==> src/rtl/multicycle_ctrl.sv <==
// multicycle_ctrl
//
// Main control unit for a multi-cycle processor. A registered FSM walks each
// instruction through fetch, decode, execute, memory and write-back. It
// drives the datapath mux selects and the register and memory enables. It
// waits on a variable-latency memory through mem_ready, and counts retired
// instructions.
//
// Ports
//   clk, rst_n        rising-edge clock, asynchronous active-low reset
//   opcode            IR opcode, stable from DECODE onward
//   zero              ALU zero flag, used in BRANCH
//   mem_ready         memory finishes the current access this cycle
//   mem_read/write    memory strobes
//   iord              address select: 0 = PC, 1 = ALUOut
//   ir_write, pc_write, reg_write   register enables
//   alu_src_a         0 = PC, 1 = reg A
//   alu_src_b         00 = B, 01 = 4, 10 = sext imm, 11 = imm<<2
//   alu_op            00 = add, 01 = sub, 10 = funct
//   pc_src            00 = ALU result, 01 = ALUOut, 10 = jump target
//   reg_dst           0 = rt, 1 = rd
//   mem_to_reg        0 = ALUOut, 1 = MDR
//   illegal_op        one-cycle pulse on an unknown opcode
//   instr_done        one-cycle pulse on the last cycle of an instruction
//   retired           count of completed instructions (wraps)
//   state             current state code, for debug
module multicycle_ctrl #(
  parameter int CNT_W = 16
) (
  input  logic             clk,
  input  logic             rst_n,
  input  logic [5:0]       opcode,
  input  logic             zero,
  input  logic             mem_ready,
  output logic             mem_read,
  output logic             mem_write,
  output logic             iord,
  output logic             ir_write,
  output logic             pc_write,
  output logic             reg_write,
  output logic             alu_src_a,
  output logic [1:0]       alu_src_b,
  output logic [1:0]       alu_op,
  output logic [1:0]       pc_src,
  output logic             reg_dst,
  output logic             mem_to_reg,
  output logic             illegal_op,
  output logic             instr_done,
  output logic [CNT_W-1:0] retired,
  output logic [3:0]       state
);

  localparam logic [5:0] OP_R    = 6'h00;
  localparam logic [5:0] OP_LW   = 6'h23;
  localparam logic [5:0] OP_SW   = 6'h2B;
  localparam logic [5:0] OP_BEQ  = 6'h04;
  localparam logic [5:0] OP_J    = 6'h02;
  localparam logic [5:0] OP_ADDI = 6'h08;

  typedef enum logic [3:0] {
    S_FETCH   = 4'd0,
    S_DECODE  = 4'd1,
    S_MEMADR  = 4'd2,
    S_MEMRD   = 4'd3,
    S_MEMWB   = 4'd4,
    S_MEMWR   = 4'd5,
    S_EXEC    = 4'd6,
    S_ALUWB   = 4'd7,
    S_BRANCH  = 4'd8,
    S_ADDIEX  = 4'd9,
    S_ADDIWB  = 4'd10,
    S_JUMP    = 4'd11,
    S_ILLEGAL = 4'd12
  } state_t;

  state_t           state_q, state_d;
  logic [CNT_W-1:0] retired_q, retired_d;

  // Reset is asynchronous, so the FETCH decode appears at the outputs
  // as soon as rst_n falls. An in-flight MEMWR is dropped without being
  // counted.
  always_ff @(posedge clk or negedge rst_n) begin
    if (!rst_n) begin
      state_q   <= S_FETCH;
      retired_q <= '0;
    end else begin
      state_q   <= state_d;
      retired_q <= retired_d;
    end
  end

  always_comb begin
    state_d    = state_q;
    mem_read   = 1'b0;
    mem_write  = 1'b0;
    iord       = 1'b0;
    ir_write   = 1'b0;
    pc_write   = 1'b0;
    reg_write  = 1'b0;
    alu_src_a  = 1'b0;
    alu_src_b  = 2'b00;
    alu_op     = 2'b00;
    pc_src     = 2'b00;
    reg_dst    = 1'b0;
    mem_to_reg = 1'b0;
    illegal_op = 1'b0;
    instr_done = 1'b0;

    case (state_q)
      S_FETCH: begin
        mem_read  = 1'b1;
        alu_src_b = 2'b01;
        // IR and PC load only on the cycle the memory delivers the word.
        ir_write  = mem_ready;
        pc_write  = mem_ready;
        if (mem_ready) state_d = S_DECODE;
      end
      S_DECODE: begin
        // Precompute the branch target into ALUOut while decoding.
        alu_src_b = 2'b11;
        case (opcode)
          OP_LW, OP_SW: state_d = S_MEMADR;
          OP_R:         state_d = S_EXEC;
          OP_BEQ:       state_d = S_BRANCH;
          OP_ADDI:      state_d = S_ADDIEX;
          OP_J:         state_d = S_JUMP;
          default:      state_d = S_ILLEGAL;
        endcase
      end
      S_MEMADR: begin
        alu_src_a = 1'b1;
        alu_src_b = 2'b10;
        state_d   = (opcode == OP_LW) ? S_MEMRD : S_MEMWR;
      end
      S_MEMRD: begin
        mem_read = 1'b1;
        iord     = 1'b1;
        if (mem_ready) state_d = S_MEMWB;
      end
      S_MEMWB: begin
        reg_write  = 1'b1;
        mem_to_reg = 1'b1;
        instr_done = 1'b1;
        state_d    = S_FETCH;
      end
      S_MEMWR: begin
        mem_write  = 1'b1;
        iord       = 1'b1;
        // A store retires on the cycle its write completes.
        instr_done = mem_ready;
        if (mem_ready) state_d = S_FETCH;
      end
      S_EXEC: begin
        alu_src_a = 1'b1;
        alu_op    = 2'b10;
        state_d   = S_ALUWB;
      end
      S_ALUWB: begin
        reg_write  = 1'b1;
        reg_dst    = 1'b1;
        instr_done = 1'b1;
        state_d    = S_FETCH;
      end
      S_BRANCH: begin
        alu_src_a  = 1'b1;
        alu_op     = 2'b01;
        pc_src     = 2'b01;
        pc_write   = zero;
        instr_done = 1'b1;
        state_d    = S_FETCH;
      end
      S_ADDIEX: begin
        alu_src_a = 1'b1;
        alu_src_b = 2'b10;
        state_d   = S_ADDIWB;
      end
      S_ADDIWB: begin
        reg_write  = 1'b1;
        instr_done = 1'b1;
        state_d    = S_FETCH;
      end
      S_JUMP: begin
        pc_src     = 2'b10;
        pc_write   = 1'b1;
        instr_done = 1'b1;
        state_d    = S_FETCH;
      end
      S_ILLEGAL: begin
        // PC already advanced by 4 in FETCH, so just resume fetching.
        illegal_op = 1'b1;
        instr_done = 1'b1;
        state_d    = S_FETCH;
      end
      default: begin
        // Unused codes 13-15 recover to FETCH with every output at 0.
        state_d = S_FETCH;
      end
    endcase
  end

  assign retired_d = instr_done ? retired_q + CNT_W'(1) : retired_q;
  assign retired   = retired_q;
  assign state     = state_q;

endmodule

==> config.mk <==
export PLATFORM = sky130hd
export DESIGN_NAME = multicycle_ctrl
export DESIGN_NICKNAME = d
export VERILOG_FILES = /design/src/rtl/multicycle_ctrl.sv
export SDC_FILE = /design/constraint.sdc
export NUM_CORES = 1
export LEC_CHECK = 0
export ABC_CLOCK_PERIOD_IN_PS = 1650
export BUFFER_PORTS_ARGS = -buffer_cell sky130_fd_sc_hd__buf_4
export CAP_MARGIN = 10
export CORE_MARGIN = 3
export CORE_UTILIZATION = 45
export CTS_CLUSTER_SIZE = 12
export DETAILED_ROUTE_END_ITERATION = 10
export GPL_ROUTABILITY_DRIVEN = 0
export PLACE_DENSITY_LB_ADDON = 0.05
export SLEW_MARGIN = 10
export SYNTH_ARGS = -nofsm -noshare
export SYNTH_HDL_FRONTEND = slang
export SYNTH_SLANG_ARGS = --single-unit
export TNS_END_PERCENT = 5
==> constraint.sdc <==
create_clock -name clk -period 1.65 [get_ports clk]
set_clock_uncertainty 0.2 [all_clocks]
set_input_delay 0.33 -clock clk [delete_from_list [all_inputs] [get_ports clk]]
set_output_delay 0.33 -clock clk [all_outputs]
set_load 0.02 [all_outputs]
==> impl_metrics.tcl, run 1 <==
set metrics [dict create \
    clk_path_buf_depth 2 \
    tightest_slew_ns 0.432 \
    hold_viol_final 0 \
    via_per_inst 5.28 \
    synth-seq-area-share_pct 35.6 \
    synth_cell_type_count 48 \
    hold_depth 3 \
    cp_slowest_cell "dfrtp_2" \
    status "finished, violations left" \
    synth_seq_cells 20 \
    ir_drop_v 0.00108 \
    syn_area_mm2 0.00141 \
    drive_above_1_share_pct 58.4 \
    slew_headroom_pct 71.2 \
    path_cells "buf_6, inv_2, nand2_2, mux2_4, o22ai_4, buf_6" \
    vias 1451 \
    tritoncts "yes" \
    rsz0062_at_grt "yes" \
    worst_path_largest_cell_delay_ns 0.43 \
    layout_min_cycle_time_ns 2.01 \
    num_antenna_cells 0 \
    rows 19 \
    drtAntennaViolNets 0 \
    setup_ws_ns -0.356 \
    cts.sinks 20 \
    boundaryPins 47 \
    hpwl_um 2970 \
    hp-class "input pin to flop" \
    die_x_um 61.9 \
    crit_top_cell "buf_6" \
    place_ws_ns -0.329 \
    grt_max_degree 21 \
    syn_nets 157 \
    r2r_cells 6 \
    fin_crit_sh_pct 122 \
    yosysTopAreaCell "dfrtp_1" \
    criticalPathCategory "flop to primary output" \
    drv_cap 0 \
    grt_pass1_vias 1323 \
    htreeDepth 1 \
    final_nets 245 \
    die_area_mm2 0.00383 \
    fillCellCount 203 \
    crit_fanout 5 \
    yosys-top-cells-count "20 x dfrtp_1, 14 x xor2_1, 10 x nand2_1, 8 x nor2_1, 8 x nor4_1" \
    insertion_delay_ns 0.30 \
    finalPower_mw 3.93 \
    cts_made_buffers 3 \
    antenna_found_initial 0 \
    path_clk_slew_ns 0.11 \
    synth_top_area_share_pct 35.6 \
    die_h_um 61.9 \
    required_ns 1.12 \
    slew_viol_final 0 \
    cts_root_buf "clkbuf_4" \
    drt_iter0_markers 63 \
    p_leak_nw 1.11 \
    drc 0 \
    grt_pass1_wl_um 6090 \
    core_area_mm2 0.00288 \
    worstPathArrival_ns 1.48 \
    drt_wl_total_um 3950 \
    area_delta_synth_final_pct 63.3 \
    setup_violations 31 \
    avgSynthCellArea_um2 9.63 \
    synth_area_leaders "dfrtp_1 36%, xor2_1 8.7%, nor4_1 3.6%" \
    max_freq_mhz 499 \
    failed_checks "setup timing" \
    power_density_mw_per_mm2 1710 \
    synth-edff-count 0 \
    critPathCaptureType "primary output" \
    yosysWarnings 0 \
    yosysMostFrequentCell "dfrtp_1" \
    initial_core_util_pct 48.9 \
    drt_pass1_iterations 4 \
    io_buffer_count 46 \
    grt_overflow 0 \
    syn_inst 146 \
    dominantRegCellSynth "dfrtp_1" \
    start_kind "flop" \
    async_flop_share_pct 100 \
    grtUsageTotal_pct 21.3 \
    wire_per_inst_um 14.4 \
]
-- cells in the final DEF (no fill, tap or decap), types with 3 or more instances in the layout --
cell and count:
clkbuf_4 3, buf_6 11, nor3_1 4, nand3_1 7, nor2_2 4, dfrtp_2 3
xor2_1 14, a21oi_1 4, nor2_1 4, dfrtp_1 17, nand2_1 6, and4_1 3
buf_4 81, nor4_2 8, xnor2_1 3, nand2_2 4, and3_1 3
-- critical path, delay by kind of cell, from the launching register on --
family	cells	cell delay (ns)
mux	1	0.27
simple gates	1	0.04
flops	1	0.43
compound gates	1	0.11
buf+inv	3	0.33
-- path summary, 6_finish.rpt --
path / from / endpoint / slack [ns]
min: opcode[2] / state[3]$_DFFE_PN0P_ / 0.21
max in group asynchronous: rst_n / state[3]$_DFFE_PN0P_ / 0.79
min reg2reg: retired[15]$_DFFE_PN0P_ / retired[15]$_DFFE_PN0P_ / 0.29
min in group asynchronous: rst_n / retired[4]$_DFFE_PN0P_ / 0.24
max: state[2]$_DFFE_PN0P_ / reg_write / -0.36
max reg2reg: state[1]$_DFFE_PN0P_ / retired[4]$_DFFE_PN0P_ / -0.23
-- cell families after synthesis --
kind of cell               Yosys count  synth area share [%]
AOI/OAI and AO/OA                   26                  13.7
muxes                                5                  4.63
buffers and inverters               14                  6.58
DFF                                 20                  35.6
adders and majority gates            1                 0.890
and+or+nand+nor                     63                  28.0
xor gates and xnor gates            17                  10.6
-- registers in the layout (all words and copies together) (netlist names) --
signal	flops
state	4
retired	16
-- area by class of cell --
class	count	area, µm²	area share [%]
Multi-Input combinational cell	112	941	41.0
Timing Repair Buffer	94	762	33.2
Sequential cell	20	504	21.9
Tap cell	42	52.6	2.29
Clock buffer	4	26.3	1.14
Inverter	3	11.3	0.490
-- power breakdown --
part / leakage (nW) / switching [mW] / total, mW / internal (mW)
clock network: 0.0150 / 0.143 / 0.237 / 0.0941
registers: 0.262 / 0.109 / 0.714 / 0.604
logic: 0.829 / 1.52 / 2.98 / 1.45
-- repair_timing --
item                                   CTS  global route
setup endpoints to repair               31            36
cloned                                   0             0
hold buffers                             1             0
endpoints found under the hold margin   20             0
buffers inserted                         4             0
resized for setup                       20             7
pin swaps                                9             3
-- through the flow --
stage,utilization (%),hold slack (ns),instance area (µm²),std cells,TNS (ns)
3_5_place_dp,74.1,0.0241,2130,266,-1.39
2_1_floorplan,-,-0.166,1500,146,-2.47
4_1_cts,78.7,0.205,2260,275,-6.34
3_3_place_gp,74.1,0.0222,2130,266,-0.636
5_1_grt,79.9,0.199,2300,275,-9.29
6_report,79.9,0.212,2300,275,-6.54
-- metal layers --
metal,vias to the layer above,part of all wire [%],wire (µm),track usage (%)
li1,716,-,-,-
met1,689,44,1740,27.5
met2,44,51,2030,37.7
met3,2,4.5,177,3.31
met4,0,0.28,11,4.55
met5,-,0,0,0
Note: power is estimated with default switching activity, not from simulation.
==> run 2: changes to the inputs <==
- CELL_PAD_IN_SITES_DETAIL_PLACEMENT: not set -> 1
- CELL_PAD_IN_SITES_GLOBAL_PLACEMENT: not set -> 2
- CORE_UTILIZATION: 45 -> 27
==> run 2 against run 1 <==
  * The flow still finishes with violations (setup timing)
  * Core utilization is 31 points lower
  * Global-route usage is 6.1 points lower
  * First-iteration DRC count is 29% lower
  * Critical path type unchanged
==> impl_metrics.tcl, run 2 (same netlist as run 1, synthesis figures left out) <==
set metrics [dict create \
    status "finished, violations left" \
    initial_core_util_pct 28.8 \
    setup_ws_ns -0.379 \
    p_leak_nw 1.12 \
    area_delta_synth_final_pct 71.2 \
    tightest_slew_ns 0.359 \
    rsz0062_at_grt "yes" \
    die_h_um 78.2 \
    hpwl_um 3520 \
    worstPathArrival_ns 1.50 \
    largest_reg_flops 16 \
    use_met3_pct 2.64 \
    max_freq_mhz 493 \
    rows 25 \
    slew_viol_final 0 \
    ir_drop_v 0.000819 \
    cp_slowest_cell "dfrtp_2" \
    worst_path_largest_cell_delay_ns 0.48 \
    drt_pass1_iterations 3 \
    clk_path_buf_depth 2 \
    htreeDepth 1 \
    insertion_delay_ns 0.26 \
    layout_min_cycle_time_ns 2.03 \
    core_area_mm2 0.00488 \
    crit_fanout 7 \
    crit_top_cell "buf_6" \
    global_route.usage.met1_pct 19.5 \
    antenna_found_initial 0 \
    grt_pass1_wl_um 7670 \
    failed_checks "setup timing" \
    grt_overflow 0 \
    cp_num_buf_inv 2 \
    die_area_mm2 0.00611 \
    start_kind "flop" \
    drc 0 \
    path_cells "buf_6, mux2i_1, nor3_1, a31oi_1, nor2_2, buf_6" \
    setup_tns_ns -6.20 \
    final_common_cell "buf_4" \
    wire_per_inst_um 15.0 \
    grtUsageTotal_pct 15.2 \
    drt_iter0_markers 45 \
    grt_pass1_vias 1651 \
    hold_viol_final 0 \
    setup_violations 31 \
    path_clk_slew_ns 0.08 \
    grtUsageMet2_pct 27.0 \
    critPathCaptureType "primary output" \
    via_per_inst 4.81 \
    grt_max_degree 21 \
    fin_crit_sh_pct 123 \
    boundaryPins 47 \
    io_buffer_count 46 \
    vias 1443 \
    die_x_um 78.2 \
    power_density_mw_per_mm2 1740 \
    drive_above_1_share_pct 59.2 \
    hp-class "input pin to flop" \
    critical_path.top_delay_family "flip-flops" \
    drv_cap 0 \
    cts_made_buffers 3 \
    place_ws_ns -0.258 \
    required_ns 1.12 \
    num_antenna_cells 0 \
    final_nets 245 \
    cts.sinks 20 \
    cts_root_buf "clkbuf_8" \
    drt_wl_total_um 4510 \
    slew_headroom_pct 76.0 \
    final_cell_mix "77 x buf_4, 16 x dfrtp_1, 14 x xor2_1" \
    drtAntennaViolNets 0 \
    tritoncts "yes" \
    top_usage_layer "met2" \
    criticalPathCategory "flop to primary output" \
]
==> run 2: changes by cell type in the layout (fill, tap and decap cells not counted), moves of 2 or more <==
cell | previous run | this run
buf_4 | 81 | 77
buf_6 | 11 | 13
clkbuf_4 | 3 | 0
clkbuf_8 | 0 | 4
nand2_1 | 6 | 8
nand2_2 | 4 | 2
nor4_2 | 8 | 6
nor4_4 | 1 | 3
==> run 2: cell type report <==
class / count / area (µm²)
clock buffer: 4 / 55.1
fill: 565 / 2470
inverter: 3 / 12.5
multi-input combinational: 112 / 961
sequential: 20 / 505
tap: 67 / 83.8
timing repair buffer: 94 / 790
==> run 2: what timing repair did <==
| action | 4_1_cts | 5_1_grt |
|---|---|---|
| endpoints found under the setup margin | 32 | 36 |
| setup buffers | 1 | 1 |
| pin swaps | 6 | 5 |
| resized for setup | 22 | 11 |
| hold buffers | 1 | 0 |
| endpoints found under the hold margin | 20 | 0 |
==> run 2: routing by layer <==
metal / vias up / share of wire [%]
met2: 33 / 50
met5: - / 0
met3: 2 / 4.9
met1: 695 / 45
li1: 713 / -
met4: 0 / 0.33
==> run 2: worst paths after layout <==
| kind | depth (start not counted) | endpoint | from | slack, ns |
|---|---|---|---|---|
| max in group asynchronous | 2 | state[1]$_DFFE_PN0P_ | rst_n | 0.72 |
| min reg2reg | 1 | retired[15]$_DFFE_PN0P_ | retired[15]$_DFFE_PN0P_ | 0.28 |
| max reg2reg | 6 | retired[10]$_DFFE_PN0P_ | state[1]$_DFFE_PN0P_ | -0.26 |
| max | 6 | pc_write | state[3]$_DFFE_PN0P_ | -0.38 |
| min in group asynchronous | 2 | retired[5]$_DFFE_PN0P_ | rst_n | 0.30 |
| min | 3 | state[3]$_DFFE_PN0P_ | opcode[4] | 0.20 |
==> run 2: worst register-to-register path, stage by stage, from the launching register on <==
cell and delay [ns]:
dfrtp_2 0.45, buf_4 0.14, buf_4 0.13, mux2i_4 0.24, o211ai_2 0.17, nor4b_2 0.30
xor2_1 0.19
==> run 2: where the power goes <==
group	switching, mW	internal [mW]	leakage (nW)	total (mW)
Combinational	1.57	1.50	0.835	3.07
Clock	0.165	0.212	0.0288	0.377
Sequential	0.141	0.607	0.260	0.748
==> run 2: through the flow <==
stage	util (%)	hold WS, ns	std cells	cell area [µm²]	power [mW]
5_1_grt	49.3	0.232	300	2410	4.48
3_5_place_dp	44.9	0.0381	293	2190	3.57
6_report	49.3	0.195	300	2410	4.20
2_1_floorplan	-	-0.166	146	1500	2.29
3_3_place_gp	44.9	0.0265	293	2190	3.49
4_1_cts	48.1	0.213	299	2350	4.14
==> run 3: changes to the inputs <==
- HOLD_SLACK_MARGIN: not set -> 0.06
- RECOVER_POWER: not set -> 100
==> run 3 against run 2 <==
  * Hold slack improved by 0.00084 ns
  * Core utilization fell by 1.1 points
  * Routed wire length rose by 0.18%
  * Non-clock buffer count did not move
  * Worst setup slack improved by 0.0011 ns
  * Die area did not move
  * Critical endpoint unchanged
  * Highest routed layer unchanged
  * Combinational power barely moved
  * The flow still finishes with violations (setup timing)
  * Global-route usage did not move
  * Critical path type unchanged
  * Clock power barely moved
==> impl_metrics.tcl, run 3 (same netlist as run 1, synthesis figures left out) <==
set metrics [dict create \
    cts_root_buf "clkbuf_8" \
    cts_made_buffers 3 \
    required_ns 1.12 \
    grt_overflow 0 \
    failed_checks "setup timing" \
    setup_ws_ns -0.377 \
    cts.sinks 20 \
    hold_depth 3 \
    via_per_inst 4.81 \
    initial_core_util_pct 28.8 \
    grt_pass1_wl_um 7670 \
    drc 0 \
    tritoncts "yes" \
    final_common_cell "buf_4" \
    die_h_um 78.2 \
    path_cells "buf_6, mux2i_1, nor3_1, a31oi_1, nor2_2, buf_6" \
    fin_crit_sh_pct 123 \
    antenna_found_initial 0 \
    slew_viol_final 0 \
    core_area_mm2 0.00488 \
    final_cell_mix "62 x buf_4, 16 x dfrtp_1, 14 x xor2_1, 14 x clkbuf_1, 13 x buf_6" \
    num_antenna_cells 0 \
    boundaryPins 47 \
    slew_headroom_pct 65.2 \
    final_nets 245 \
    finalPower_mw 4.16 \
    drtAntennaViolNets 0 \
    rows 25 \
    place_ws_ns -0.258 \
    r2r_end "retired[10]$_DFFE_PN0P_" \
    reg2reg_from "state[1]$_DFFE_PN0P_" \
    io_buffer_count 46 \
    holdWs_ns 0.196 \
    path_clk_slew_ns 0.08 \
    drt_pass1_iterations 3 \
    setup_tns_ns -6.19 \
    status "finished, violations left" \
    die_x_um 78.2 \
    criticalPathCategory "flop to primary output" \
    wire_per_inst_um 15.1 \
    ir_drop_v 0.000763 \
    worst_path_largest_cell_delay_ns 0.48 \
    insertion_delay_ns 0.26 \
    crit_top_cell "buf_6" \
    htreeDepth 1 \
    hp-start "opcode[4]" \
    area_delta_synth_final_pct 67.3 \
    power_density_mw_per_mm2 1770 \
    layout_min_cycle_time_ns 2.03 \
    cp_slowest_cell "dfrtp_2" \
    drive_above_1_share_pct 53.2 \
    start_kind "flop" \
    hp-class "input pin to flop" \
    drt_wl_total_um 4520 \
    vias 1442 \
    grt_pass1_vias 1651 \
    die_area_mm2 0.00611 \
    rrSetupSlack_ns -0.26 \
    grt_max_degree 21 \
    largest_reg_flops 16 \
    grtUsageTotal_pct 15.2 \
    drv_cap 0 \
    worstHoldEndpoint "state[3]$_DFFE_PN0P_" \
    tightest_slew_ns 0.522 \
    max_freq_mhz 493 \
    setup_violations 31 \
    hold_viol_final 0 \
    critPathCaptureType "primary output" \
    p_leak_nw 1.07 \
    fin_util_pct 48.2 \
    drt_iter0_markers 37 \
    crit_fanout 7 \
    rsz0062_at_grt "yes" \
    hpwl_um 3520 \
    clk_path_buf_depth 2 \
    worstPathArrival_ns 1.50 \
    r2r_cells 6 \
]
run 3: cell types whose count changed in the layout (fill, tap and decap cells not counted):
cell	previous run	this run
clkbuf_2	0	1
clkbuf_1	0	14
buf_4	77	62
run 3: through the flow:
stage	cells	area [µm²]
after floorplan	146	1500
after CTS	299	2350
after global routing	300	2350
after global placement	293	2190
final	300	2350
after detailed placement	293	2190
run 3: worst max-delay path by stage:
stage / from / endpoint / cells after the start
CTS: state[3]$_DFFE_PN0P_ / pc_write / 6
finish: state[3]$_DFFE_PN0P_ / pc_write / 6
global route: state[3]$_DFFE_PN0P_ / pc_write / 6
detailed placement: opcode[0] / state[3]$_DFFE_PN0P_ / 5
floorplan: state[2]$_DFFE_PN0P_ / ir_write / 4
global placement: opcode[0] / state[3]$_DFFE_PN0P_ / 5
run 3: timing repair:
item,4_1_cts,5_1_grt
endpoints found under the hold margin,20,0
buffers inserted,1,1
setup endpoints to repair,32,36
hold buffers,1,0
gates cloned,0,0
pin swaps,6,5
resized for setup,22,11
run 3: layout make-up:
type / instances / area, µm²
clock buffer: 4 / 55.1
fill: 574 / 2530
inverter: 3 / 12.5
multi-input combinational: 112 / 961
sequential: 20 / 505
tap: 67 / 83.8
timing repair buffer: 94 / 734
run 3: critical path, delay by kind of cell, from the launching register on:
kind            cells  cell delay, ns
buf+inv             2            0.28
mux                 1            0.10
simple gates        2            0.30
flops               1            0.48
compound gates      1            0.09
run 3: layer usage:
layer	global-route usage, %	vias up	part of all wire (%)
li1	-	713	-
met1	19.5	694	45
met2	27.0	33	49
met3	2.64	2	5.0
met4	2.62	0	0.33
met5	0	-	0
run 3: where the power goes:
group          total, mW  switching (mW)  internal [mW]  leakage, nW
Combinational       3.04            1.57           1.47        0.776
Clock              0.378           0.165          0.212       0.0288
Sequential         0.747           0.140          0.607        0.260
